==> src/rtl/ram_arb_pkg.sv <==
// Shared widths and state encoding for the external-RAM arbiter.
// Imported by the interface, the round-robin picker and the top level.
package ram_arb_pkg;

   localparam int ADDR_W = 24;
   localparam int DATA_W = 16;

   typedef enum logic [1:0] {
      IDLE    = 2'd0,
      ISSUE   = 2'd1,
      WAIT_RD = 2'd2,
      RELEASE = 2'd3
   } arb_state_t;

   // A two-port arbiter still needs a one-bit pointer.
   function automatic int ptr_width(input int n);
      return (n <= 2) ? 1 : $clog2(n);
   endfunction

endpackage

==> src/rtl/ram_arbiter_if.sv <==
// External RAM port: enable-until-busy strobes out, busy and read-data handshake back.
// The master side is the arbiter; the slave side is the RAM controller.
interface ram_arbiter_if;
   import ram_arb_pkg::*;

   logic [ADDR_W-1:0] wr_addr;
   logic [DATA_W-1:0] wr_data;
   logic              wr_enable;
   logic [ADDR_W-1:0] rd_addr;
   logic              rd_enable;
   logic              busy;
   logic [DATA_W-1:0] rd_data;
   logic              rd_ready;

   modport master (
      output wr_addr, wr_data, wr_enable, rd_addr, rd_enable,
      input  busy, rd_data, rd_ready
   );

   modport slave (
      input  wr_addr, wr_data, wr_enable, rd_addr, rd_enable,
      output busy, rd_data, rd_ready
   );

endinterface

==> src/rtl/ram_arbiter_rr_picker.sv <==
// Combinational round-robin picker: first valid port after i_ptr, wrapping modulo N_REQ.
// The last-granted port has lowest priority on the next pick.
module rr_picker
   import ram_arb_pkg::*;
#(
   parameter int N_REQ = 3,
   parameter int PTR_W = ptr_width(N_REQ)
) (
   input  logic [N_REQ-1:0] i_valid,
   input  logic [PTR_W-1:0] i_ptr,
   output logic             o_any,
   output logic [PTR_W-1:0] o_grant
);

   logic [PTR_W-1:0] w_idx;

   // Scan farthest offset first so the nearest valid port overwrites it.
   always_comb begin
      o_any   = 1'b0;
      o_grant = '0;
      w_idx   = '0;
      for (int i = N_REQ; i >= 1; i--) begin
         w_idx = PTR_W'((int'(i_ptr) + i) % N_REQ);
         if (i_valid[w_idx]) begin
            o_any   = 1'b1;
            o_grant = w_idx;
         end
      end
   end

endmodule

==> src/rtl/ram_arbiter.sv <==
// Round-robin arbiter sharing one external RAM port among N_REQ requesters,
// one transaction in flight, with per-port done/err pulses and a watchdog timer.
//
// state   | meaning
// IDLE    | waiting for a request while RAM is not busy
// ISSUE   | enable strobe held until RAM raises busy
// WAIT_RD | read accepted, waiting for rd_ready
// RELEASE | one-cycle gap; requester drops valid here
module ram_arbiter
   import ram_arb_pkg::*;
#(
   parameter int N_REQ   = 3,
   parameter int TIMEOUT = 256
) (
   input  logic                    i_clk,
   input  logic                    i_rst,
   input  logic [N_REQ-1:0]        i_req_valid,
   input  logic [N_REQ-1:0]        i_req_we,
   input  logic [N_REQ*ADDR_W-1:0] i_req_addr,
   input  logic [N_REQ*DATA_W-1:0] i_req_wdata,
   output logic [N_REQ-1:0]        o_req_done,
   output logic [N_REQ-1:0]        o_req_err,
   output logic [DATA_W-1:0]       o_req_rdata,
   ram_arbiter_if.master           ram
);

   localparam int               PTR_W    = ptr_width(N_REQ);
   localparam int               TMR_W    = $clog2(TIMEOUT);
   localparam logic [TMR_W-1:0] TMR_LAST = TMR_W'(TIMEOUT - 1);
   localparam logic [N_REQ-1:0] ONE      = N_REQ'(1);

   arb_state_t        r_state, w_state_nxt;
   logic [PTR_W-1:0]  r_ptr, w_ptr_nxt;
   logic [PTR_W-1:0]  r_grant, w_grant_nxt;
   logic              r_we, w_we_nxt;
   logic [TMR_W-1:0]  r_timer, w_timer_nxt;
   logic [ADDR_W-1:0] r_wr_addr, w_wr_addr_nxt;
   logic [DATA_W-1:0] r_wr_data, w_wr_data_nxt;
   logic              r_wr_en, w_wr_en_nxt;
   logic [ADDR_W-1:0] r_rd_addr, w_rd_addr_nxt;
   logic              r_rd_en, w_rd_en_nxt;
   logic [N_REQ-1:0]  r_done, w_done_nxt;
   logic [N_REQ-1:0]  r_err, w_err_nxt;
   logic [DATA_W-1:0] r_rdata, w_rdata_nxt;

   logic              w_any;
   logic [PTR_W-1:0]  w_pick;
   logic [N_REQ-1:0]  w_grant_oh;
   logic              w_tmo;

   rr_picker #(
      .N_REQ (N_REQ),
      .PTR_W (PTR_W)
   ) u_picker (
      .i_valid (i_req_valid),
      .i_ptr   (r_ptr),
      .o_any   (w_any),
      .o_grant (w_pick)
   );

   assign w_grant_oh = ONE << r_grant;
   assign w_tmo      = (r_timer == TMR_LAST);

   always_comb begin
      w_state_nxt   = r_state;
      w_ptr_nxt     = r_ptr;
      w_grant_nxt   = r_grant;
      w_we_nxt      = r_we;
      w_timer_nxt   = r_timer;
      w_wr_addr_nxt = r_wr_addr;
      w_wr_data_nxt = r_wr_data;
      w_wr_en_nxt   = r_wr_en;
      w_rd_addr_nxt = r_rd_addr;
      w_rd_en_nxt   = r_rd_en;
      w_done_nxt    = '0;
      w_err_nxt     = '0;
      w_rdata_nxt   = r_rdata;

      case (r_state)
         IDLE: begin
            if (!ram.busy && w_any) begin
               w_grant_nxt = w_pick;
               w_ptr_nxt   = w_pick;
               w_we_nxt    = i_req_we[w_pick];
               w_timer_nxt = '0;
               w_state_nxt = ISSUE;
               if (i_req_we[w_pick]) begin
                  w_wr_addr_nxt = i_req_addr[int'(w_pick)*ADDR_W +: ADDR_W];
                  w_wr_data_nxt = i_req_wdata[int'(w_pick)*DATA_W +: DATA_W];
                  w_wr_en_nxt   = 1'b1;
               end else begin
                  w_rd_addr_nxt = i_req_addr[int'(w_pick)*ADDR_W +: ADDR_W];
                  w_rd_en_nxt   = 1'b1;
               end
            end
         end
         ISSUE: begin
            // A completion seen on the last timer cycle wins over the abort.
            if (ram.busy && r_we) begin
               w_wr_en_nxt = 1'b0;
               w_done_nxt  = w_grant_oh;
               w_state_nxt = RELEASE;
            end else if (ram.busy && ram.rd_ready) begin
               w_rd_en_nxt = 1'b0;
               w_rdata_nxt = ram.rd_data;
               w_done_nxt  = w_grant_oh;
               w_state_nxt = RELEASE;
            end else if (w_tmo) begin
               w_wr_en_nxt = 1'b0;
               w_rd_en_nxt = 1'b0;
               w_err_nxt   = w_grant_oh;
               w_state_nxt = RELEASE;
            end else begin
               w_timer_nxt = r_timer + TMR_W'(1);
               if (ram.busy) begin
                  w_rd_en_nxt = 1'b0;
                  w_state_nxt = WAIT_RD;
               end
            end
         end
         WAIT_RD: begin
            if (ram.rd_ready) begin
               w_rdata_nxt = ram.rd_data;
               w_done_nxt  = w_grant_oh;
               w_state_nxt = RELEASE;
            end else if (w_tmo) begin
               w_wr_en_nxt = 1'b0;
               w_rd_en_nxt = 1'b0;
               w_err_nxt   = w_grant_oh;
               w_state_nxt = RELEASE;
            end else begin
               w_timer_nxt = r_timer + TMR_W'(1);
            end
         end
         RELEASE: begin
            w_state_nxt = IDLE;
         end
         default: begin
            w_state_nxt = IDLE;
         end
      endcase
   end

   always_ff @(posedge i_clk) begin
      if (i_rst) begin
         r_state   <= IDLE;
         r_ptr     <= PTR_W'(N_REQ - 1);
         r_grant   <= '0;
         r_we      <= 1'b0;
         r_timer   <= '0;
         r_wr_addr <= '0;
         r_wr_data <= '0;
         r_wr_en   <= 1'b0;
         r_rd_addr <= '0;
         r_rd_en   <= 1'b0;
         r_done    <= '0;
         r_err     <= '0;
         r_rdata   <= '0;
      end else begin
         r_state   <= w_state_nxt;
         r_ptr     <= w_ptr_nxt;
         r_grant   <= w_grant_nxt;
         r_we      <= w_we_nxt;
         r_timer   <= w_timer_nxt;
         r_wr_addr <= w_wr_addr_nxt;
         r_wr_data <= w_wr_data_nxt;
         r_wr_en   <= w_wr_en_nxt;
         r_rd_addr <= w_rd_addr_nxt;
         r_rd_en   <= w_rd_en_nxt;
         r_done    <= w_done_nxt;
         r_err     <= w_err_nxt;
         r_rdata   <= w_rdata_nxt;
      end
   end

   assign o_req_done    = r_done;
   assign o_req_err     = r_err;
   assign o_req_rdata   = r_rdata;
   assign ram.wr_addr   = r_wr_addr;
   assign ram.wr_data   = r_wr_data;
   assign ram.wr_enable = r_wr_en;
   assign ram.rd_addr   = r_rd_addr;
   assign ram.rd_enable = r_rd_en;

endmodule

==> src/flat_wrapper.sv <==
// flat-port wrapper written by rule: the top's interface ports become plain ports
module ram_arbiter_flat import ram_arb_pkg::*;
#(
   parameter int N_REQ   = 3,
   parameter int TIMEOUT = 256
)
  (i_clk, i_rst, i_req_valid, i_req_we, i_req_addr, i_req_wdata, o_req_done, o_req_err, o_req_rdata, ram_wr_addr, ram_wr_data, ram_wr_enable, ram_rd_addr, ram_rd_enable, ram_busy, ram_rd_data, ram_rd_ready);
  ram_arbiter_if ram_i ();
  input  logic i_clk;
  input  logic i_rst;
  input  logic [N_REQ-1:0] i_req_valid;
  input  logic [N_REQ-1:0] i_req_we;
  input  logic [N_REQ*ADDR_W-1:0] i_req_addr;
  input  logic [N_REQ*DATA_W-1:0] i_req_wdata;
  output logic [N_REQ-1:0] o_req_done;
  output logic [N_REQ-1:0] o_req_err;
  output logic [DATA_W-1:0] o_req_rdata;
  output wire logic [$bits(ram_i.wr_addr)-1:0] ram_wr_addr;
  output wire logic [$bits(ram_i.wr_data)-1:0] ram_wr_data;
  output wire logic [$bits(ram_i.wr_enable)-1:0] ram_wr_enable;
  output wire logic [$bits(ram_i.rd_addr)-1:0] ram_rd_addr;
  output wire logic [$bits(ram_i.rd_enable)-1:0] ram_rd_enable;
  input wire logic [$bits(ram_i.busy)-1:0] ram_busy;
  input wire logic [$bits(ram_i.rd_data)-1:0] ram_rd_data;
  input wire logic [$bits(ram_i.rd_ready)-1:0] ram_rd_ready;
  assign ram_wr_addr = ram_i.wr_addr;
  assign ram_wr_data = ram_i.wr_data;
  assign ram_wr_enable = ram_i.wr_enable;
  assign ram_rd_addr = ram_i.rd_addr;
  assign ram_rd_enable = ram_i.rd_enable;
  assign ram_i.busy = ram_busy;
  assign ram_i.rd_data = ram_rd_data;
  assign ram_i.rd_ready = ram_rd_ready;
  ram_arbiter #(.N_REQ(N_REQ), .TIMEOUT(TIMEOUT)) u_core (.i_clk(i_clk), .i_rst(i_rst), .i_req_valid(i_req_valid), .i_req_we(i_req_we), .i_req_addr(i_req_addr), .i_req_wdata(i_req_wdata), .o_req_done(o_req_done), .o_req_err(o_req_err), .o_req_rdata(o_req_rdata), .ram(ram_i));
endmodule
==> config.mk <==
export PLATFORM = sky130hd
export DESIGN_NAME = ram_arbiter_flat
export DESIGN_NICKNAME = d
export VERILOG_FILES = /design/src/rtl/ram_arb_pkg.sv /design/src/rtl/ram_arbiter_if.sv /design/src/rtl/ram_arbiter_rr_picker.sv /design/src/rtl/ram_arbiter.sv /design/src/flat_wrapper.sv
export SDC_FILE = /design/constraint.sdc
export NUM_CORES = 1
export LEC_CHECK = 0
export CORE_MARGIN = 4
export CORE_UTILIZATION = 43
export DETAILED_ROUTE_END_ITERATION = 8
export MAX_ROUTING_LAYER = met4
export PLACE_DENSITY_LB_ADDON = 0.25
export SETUP_SLACK_MARGIN = 0.3
export SYNTH_ARGS = -nofsm -noshare
export SYNTH_HDL_FRONTEND = slang
export SYNTH_SLANG_ARGS = --single-unit
==> constraint.sdc <==
create_clock -name i_clk -period 3.2 [get_ports i_clk]
set_input_delay 0.48 -clock i_clk [delete_from_list [all_inputs] [get_ports i_clk]]
set_output_delay 0.48 -clock i_clk [all_outputs]
set_load 0.02 [all_outputs]
# Yosys cells after proc, flatten, opt, wreduce, memory -nomap -nowiden
# Cells that the tools add are included.
# Widths: inputs -> output; s select.
# totals
output_inout_bits,88
input_bits,146
word_cells,118
regBits,103
# classes
shifts,3
bitwise,1
reduce_logical,15
n_addsub,4
n_mul,1
div_mod_pow,3
eq_ne,17
magnitude_cmp,4
muxes,57
# ops
cell,n
$mod 32x3->32 const B,3
$shiftx 72x32->24,1
$mux 16,3
$shiftx 48x7->16,1
$mux 8,5
$pmux 16 s2,1
$pmux 8 s3,1
$mux 1,21
$mux 3,7
$mux 2,10
$lt 2x3->1 const B,4
$pmux 3 s2,2
$ne 2x2->1 const B,5
$reduce_and 5->1,2
$reduce_and 3->1,3
$add 8x1->8 const B,1
$bmux 1 s2,4
$eq 8x8->1 const B,1
$ne 2x1->1 const B,4
$pmux 2 s4,1
$reduce_and 7->1,1
$add 2x2->3 const B,2
$ne 3x2->1 const B,2
$pmux 1 s3,2
other kinds (15),18

# Longest topological paths before layout
# logic_depth
ltp_word,12
depth_mapped,12
mapped_depth_nobuf,9

# By module
# A second synthesis with hierarchy kept.
# unflattened
cells_unflattened,608
hier_area_um2,5205.0
# modules_own_cells
module,area_per_inst_um2,cells_each,instances,seq_area_each_um2
ram_arbiter,4959.8,572,1,2042.0
rr_picker,245.2,36,1,0.0

# Least setup slack after synthesis
# Ideal clock, no wire load.
# synth_path
path_type,flip-flop to flip-flop
start,"register, netlist name u_core.r_grant[0]"
end,"register u_core.r_rd_addr[0], in the netlist u_core.ram.rd_addr[0]"
setup_time_ps,121
slack_ps,353
path_buffers,3
t_required_ps,3079
t_arrival_ps,2726
stages_incl_launch_ff,12
period_less_slack_ps,2847
path_cell_list,dfxtp_1 > inv_1 > ha_1 > buf_2 > or3b_1 > a31o_2 > buf_2 > a21oi_2 > a31oi_1 > nor2_2 > buf_4 > mux2_2
# synth_lines
element,line_no,source
end signal: assignment,ram_arbiter.sv:168,r_rd_addr <= w_rd_addr_nxt;
end: declaration,ram_arbiter.sv:40,"logic [ADDR_W-1:0] r_rd_addr, w_rd_addr_nxt;"

==> impl_metrics.yaml <==
status:
  status: "finished clean"
synth:
  syn_area_per_cell_sq_um: 9.25
  synthFlopType: "dfxtp_1"
  synth_top_cell_by_area: "dfxtp_1"
  synth_area_leaders: "dfxtp_1 38%, mux2i_1 11%, a211oi_1 5.8%, a21o_1 5.8%, nor3b_1 5.6%"
  async_flop_share_pct: 0
  synth-edff-count: 0
  synth_top_area_share_pct: 38.3
  synth_area_sq_um: 5330
  yosysMostFrequentCell: "dfxtp_1"
  netlist_instances: 576
  synth_cell_types: 48
  yosysSeqAreaShare_pct: 38.3
  synth_common_cells: "102 x dfxtp_1, 59 x mux2i_1, 54 x nor2_1"
  syn_nets: 732
  ys_warn_count: 0
  synth_seq_cells: 102
clock_tree:
  cts.reportedPaths.clkPinSlew_ns: 0.07
  cts_buffers: 9
  cts-root-buf: "clkbuf_16"
  h-tree-depth: 3
  cts_tree: "yes"
  cts_hold_buf: 0
  cts.sinks: 102
  clockBufferDepth: 2
  worstSkewPairLatency_ns: 0.33
pwr:
  power.switching_uw: 2460
  clkPwrFrac_pct: 18.0
  comb_power_share_pct: 55.2
  irDropWorstVdd_uv: 460
  p_leak_uw: 0.00352
  sw_frac_of_total_pct: 37.6
  power.density_nw_per_um2: 788
  power_frac_seq_pct: 26.8
  power.internal_uw: 4070
sta:
  hold_slack_ns: 0.488
  rsz0062_at_grt: "false"
  hold_violations: 0
  skew_ns: 0.00620
  slew_headroom_pct: 46.4
  drv_slew: 0
  setup_violations: 0
  max_freq_mhz: 360
  min_period_over_period_pct: 86.9
  finalSetupTns_ns: 0
  tightest_slew_ns: 0.805
  finalCriticalPeriod_ns: 2.78
global_route:
  grt_pass1_wl_um: 25400
  track_usage_pct: 22.3
  antenna_found_initial: 0
  grt_max_degree: 80
  grt_pass1_vias: 5211
  grt_overflow_total: 0
floorplan:
  io_pins: 234
  die_h_um: 119
  row_count: 40
  core-area_sq_um: 12100
  start_util_pct: 44.2
  die_x_um: 119
  dieArea_sq_um: 14200
critical_path:
  cpMaxStageDelayCell: "or3b_4"
  cp.buffers_inverters: 3
  cp_cell_sequence: "inv_1 -> ha_4 -> mux2i_2 -> o211ai_1 -> o211a_1 -> or3b_4 -> a311oi_4 -> buf_4 -> buf_12 -> nor3b_1 -> a21o_1"
  worst_setup_path_end_kind: "flop"
  cp_top_family: "compound AO/OA/AOI/OAI gates"
  start_kind: "flop"
  crit_arrival_ns: 3.01
  critPathMaxFanout: 21
  slowest_delay_ns: 0.41
  criticalPathCategory: "flop to flop"
  crit_required_ns: 3.43
detailed_routing:
  drt-initial-drc-count: 248
  drc: 0
  wl_um: 16000
  wl_met3_um: 1080
  postRouteAntennaNets: 0
  vias: 5080
  met2_length_um: 8200
  dr.pass1.iters: 4
  highest_layer: "met4"
  viasPerCell: 5.27
  m1WireLength_um: 6460
  avgRoutedWirePerCell_um: 16.6
place:
  dp.final_hpwl_um: 11700
  port_buffers: 233
  globalplace.congestion: 0.840
job:
  drv_cap: 0
layout:
  syn_to_final_growth_pct: 55.3
  fin_nets: 948
  fill_cells: 982
  layout-drive-gt1-share_pct: 10.1
  finalCoreUtilization_pct: 68.6
  num_antenna_cells: 0
min_path:
  hp-class: "flop to flop"
[worst paths after layout]
| kind | startpoint | to | slack, ns | cells after the start |
|---|---|---|---|---|
| worst max register to register | u_core.r_grant[0]$_SDFFE_PP0P_ | u_core.ram.wr_addr[14]$_SDFFE_PP0P_ | 0.42 | 11 |
| worst max-delay path | u_core.r_grant[0]$_SDFFE_PP0P_ | u_core.ram.wr_addr[14]$_SDFFE_PP0P_ | 0.42 | 11 |
| worst min-delay path | u_core.r_timer[1]$_SDFFE_PP0P_ | u_core.r_timer[1]$_SDFFE_PP0P_ | 0.49 | 2 |
| worst min register to register | u_core.r_timer[1]$_SDFFE_PP0P_ | u_core.r_timer[1]$_SDFFE_PP0P_ | 0.49 | 2 |
[registers in the layout, indices dropped and copies added (netlist names), 2 cells and up]
signal and flops:
u_core.ram.rd_addr 24, u_core.ram.wr_addr 24, u_core.o_req_rdata 16, u_core.ram.wr_data 16, u_core.r_timer 8, u_core.o_req_done 3
u_core.o_req_err 3, u_core.r_grant 2, u_core.r_state 2
[final cells by class]
| cell class | instances | area (sq um) | share of cell area [%] |
|---|---|---|---|
| repair buffers | 252 | 2570 | 31.1 |
| clock inverters | 3 | 67.6 | 0.816 |
| flip-flops and latches | 102 | 2050 | 24.7 |
| multi-input cells | 414 | 3070 | 37.1 |
| inverters | 13 | 48.8 | 0.590 |
| clock buffers | 12 | 256 | 3.10 |
| well taps | 168 | 210 | 2.54 |
[power groups by stage]
stage / sequential (uW) / combinational, uW / clock [uW]
5_1_grt: 1780 / 3870 / 1250
2_1_floorplan: 2070 / 1870 / 0
3_3_place_gp: 1750 / 3330 / 0
4_1_cts: 1740 / 3570 / 1200
6_report: 1750 / 3600 / 1170
3_5_place_dp: 1760 / 3410 / 0
[kinds of logic (layout without fill, tap and decap cells)]
kind of cell	after synthesis	count (layout)	synth area share, %
and+or+nand+nor	161	161	16.9
AOI/OAI and AO/OA	154	154	20.3
DFF	102	102	38.3
muxes	85	85	16.6
buffers and inverters	60	280	4.93
adders and majority gates	10	10	2.35
xor gates and xnor gates	4	4	0.657
[placed cells by master, fill, tap and decap left out, types with 4 or more instances in the layout]
cell             synthesis  final
clkdlybuf4s50_1          0    232
mux2i_1                 59     58
nor3_1                   5      5
ha_1                    10      8
clkbuf_16                0      9
a211oi_1                41     40
nand2_1                 11     11
a21o_1                  41     41
buf_4                    6     14
xnor2_1                  4      4
nor3b_1                 40     40
o21ai_0                  8      8
inv_1                   13     13
mux2_2                  26     26
nor2b_1                 28     28
a21oi_1                 38     37
buf_12                   0      4
nor2_1                  54     53
dfxtp_1                102    100
[metal layers]
metal  GRT usage [%]  vias to the layer above
met3            5.79                       25
met2            39.6                      179
met1            24.9                     2370
met5               -                        -
li1                -                     2506
met4            5.73                        0
[tightest hold or removal path, delay by kind of cell, from the launching register on]
family | cells | cell delay [ns]
DFF | 1 | 0.33
and+or+nand+nor | 1 | 0.06
AOI/OAI and AO/OA | 1 | 0.05
[timing repair]
item / in CTS / in global routing
pin swaps: 1 / 1
gates cloned: 2 / 0
buffers inserted: 1 / 1
resized for setup: 3 / 10
endpoints found under the setup margin: 66 / 66
[per-stage QoR]
step | power, uW | area (sq um) | setup slack [ns] | cells
floorplan | 3940 | 5330 | 0.353 | 576
global placement | 5080 | 7830 | 0.140 | 945
detailed placement | 5180 | 7830 | 0.0441 | 945
CTS | 6510 | 8240 | 0.303 | 963
global route | 6900 | 8280 | 0.265 | 964
finish | 6520 | 8280 | 0.420 | 964
Note: power is estimated with default switching activity, not from simulation.
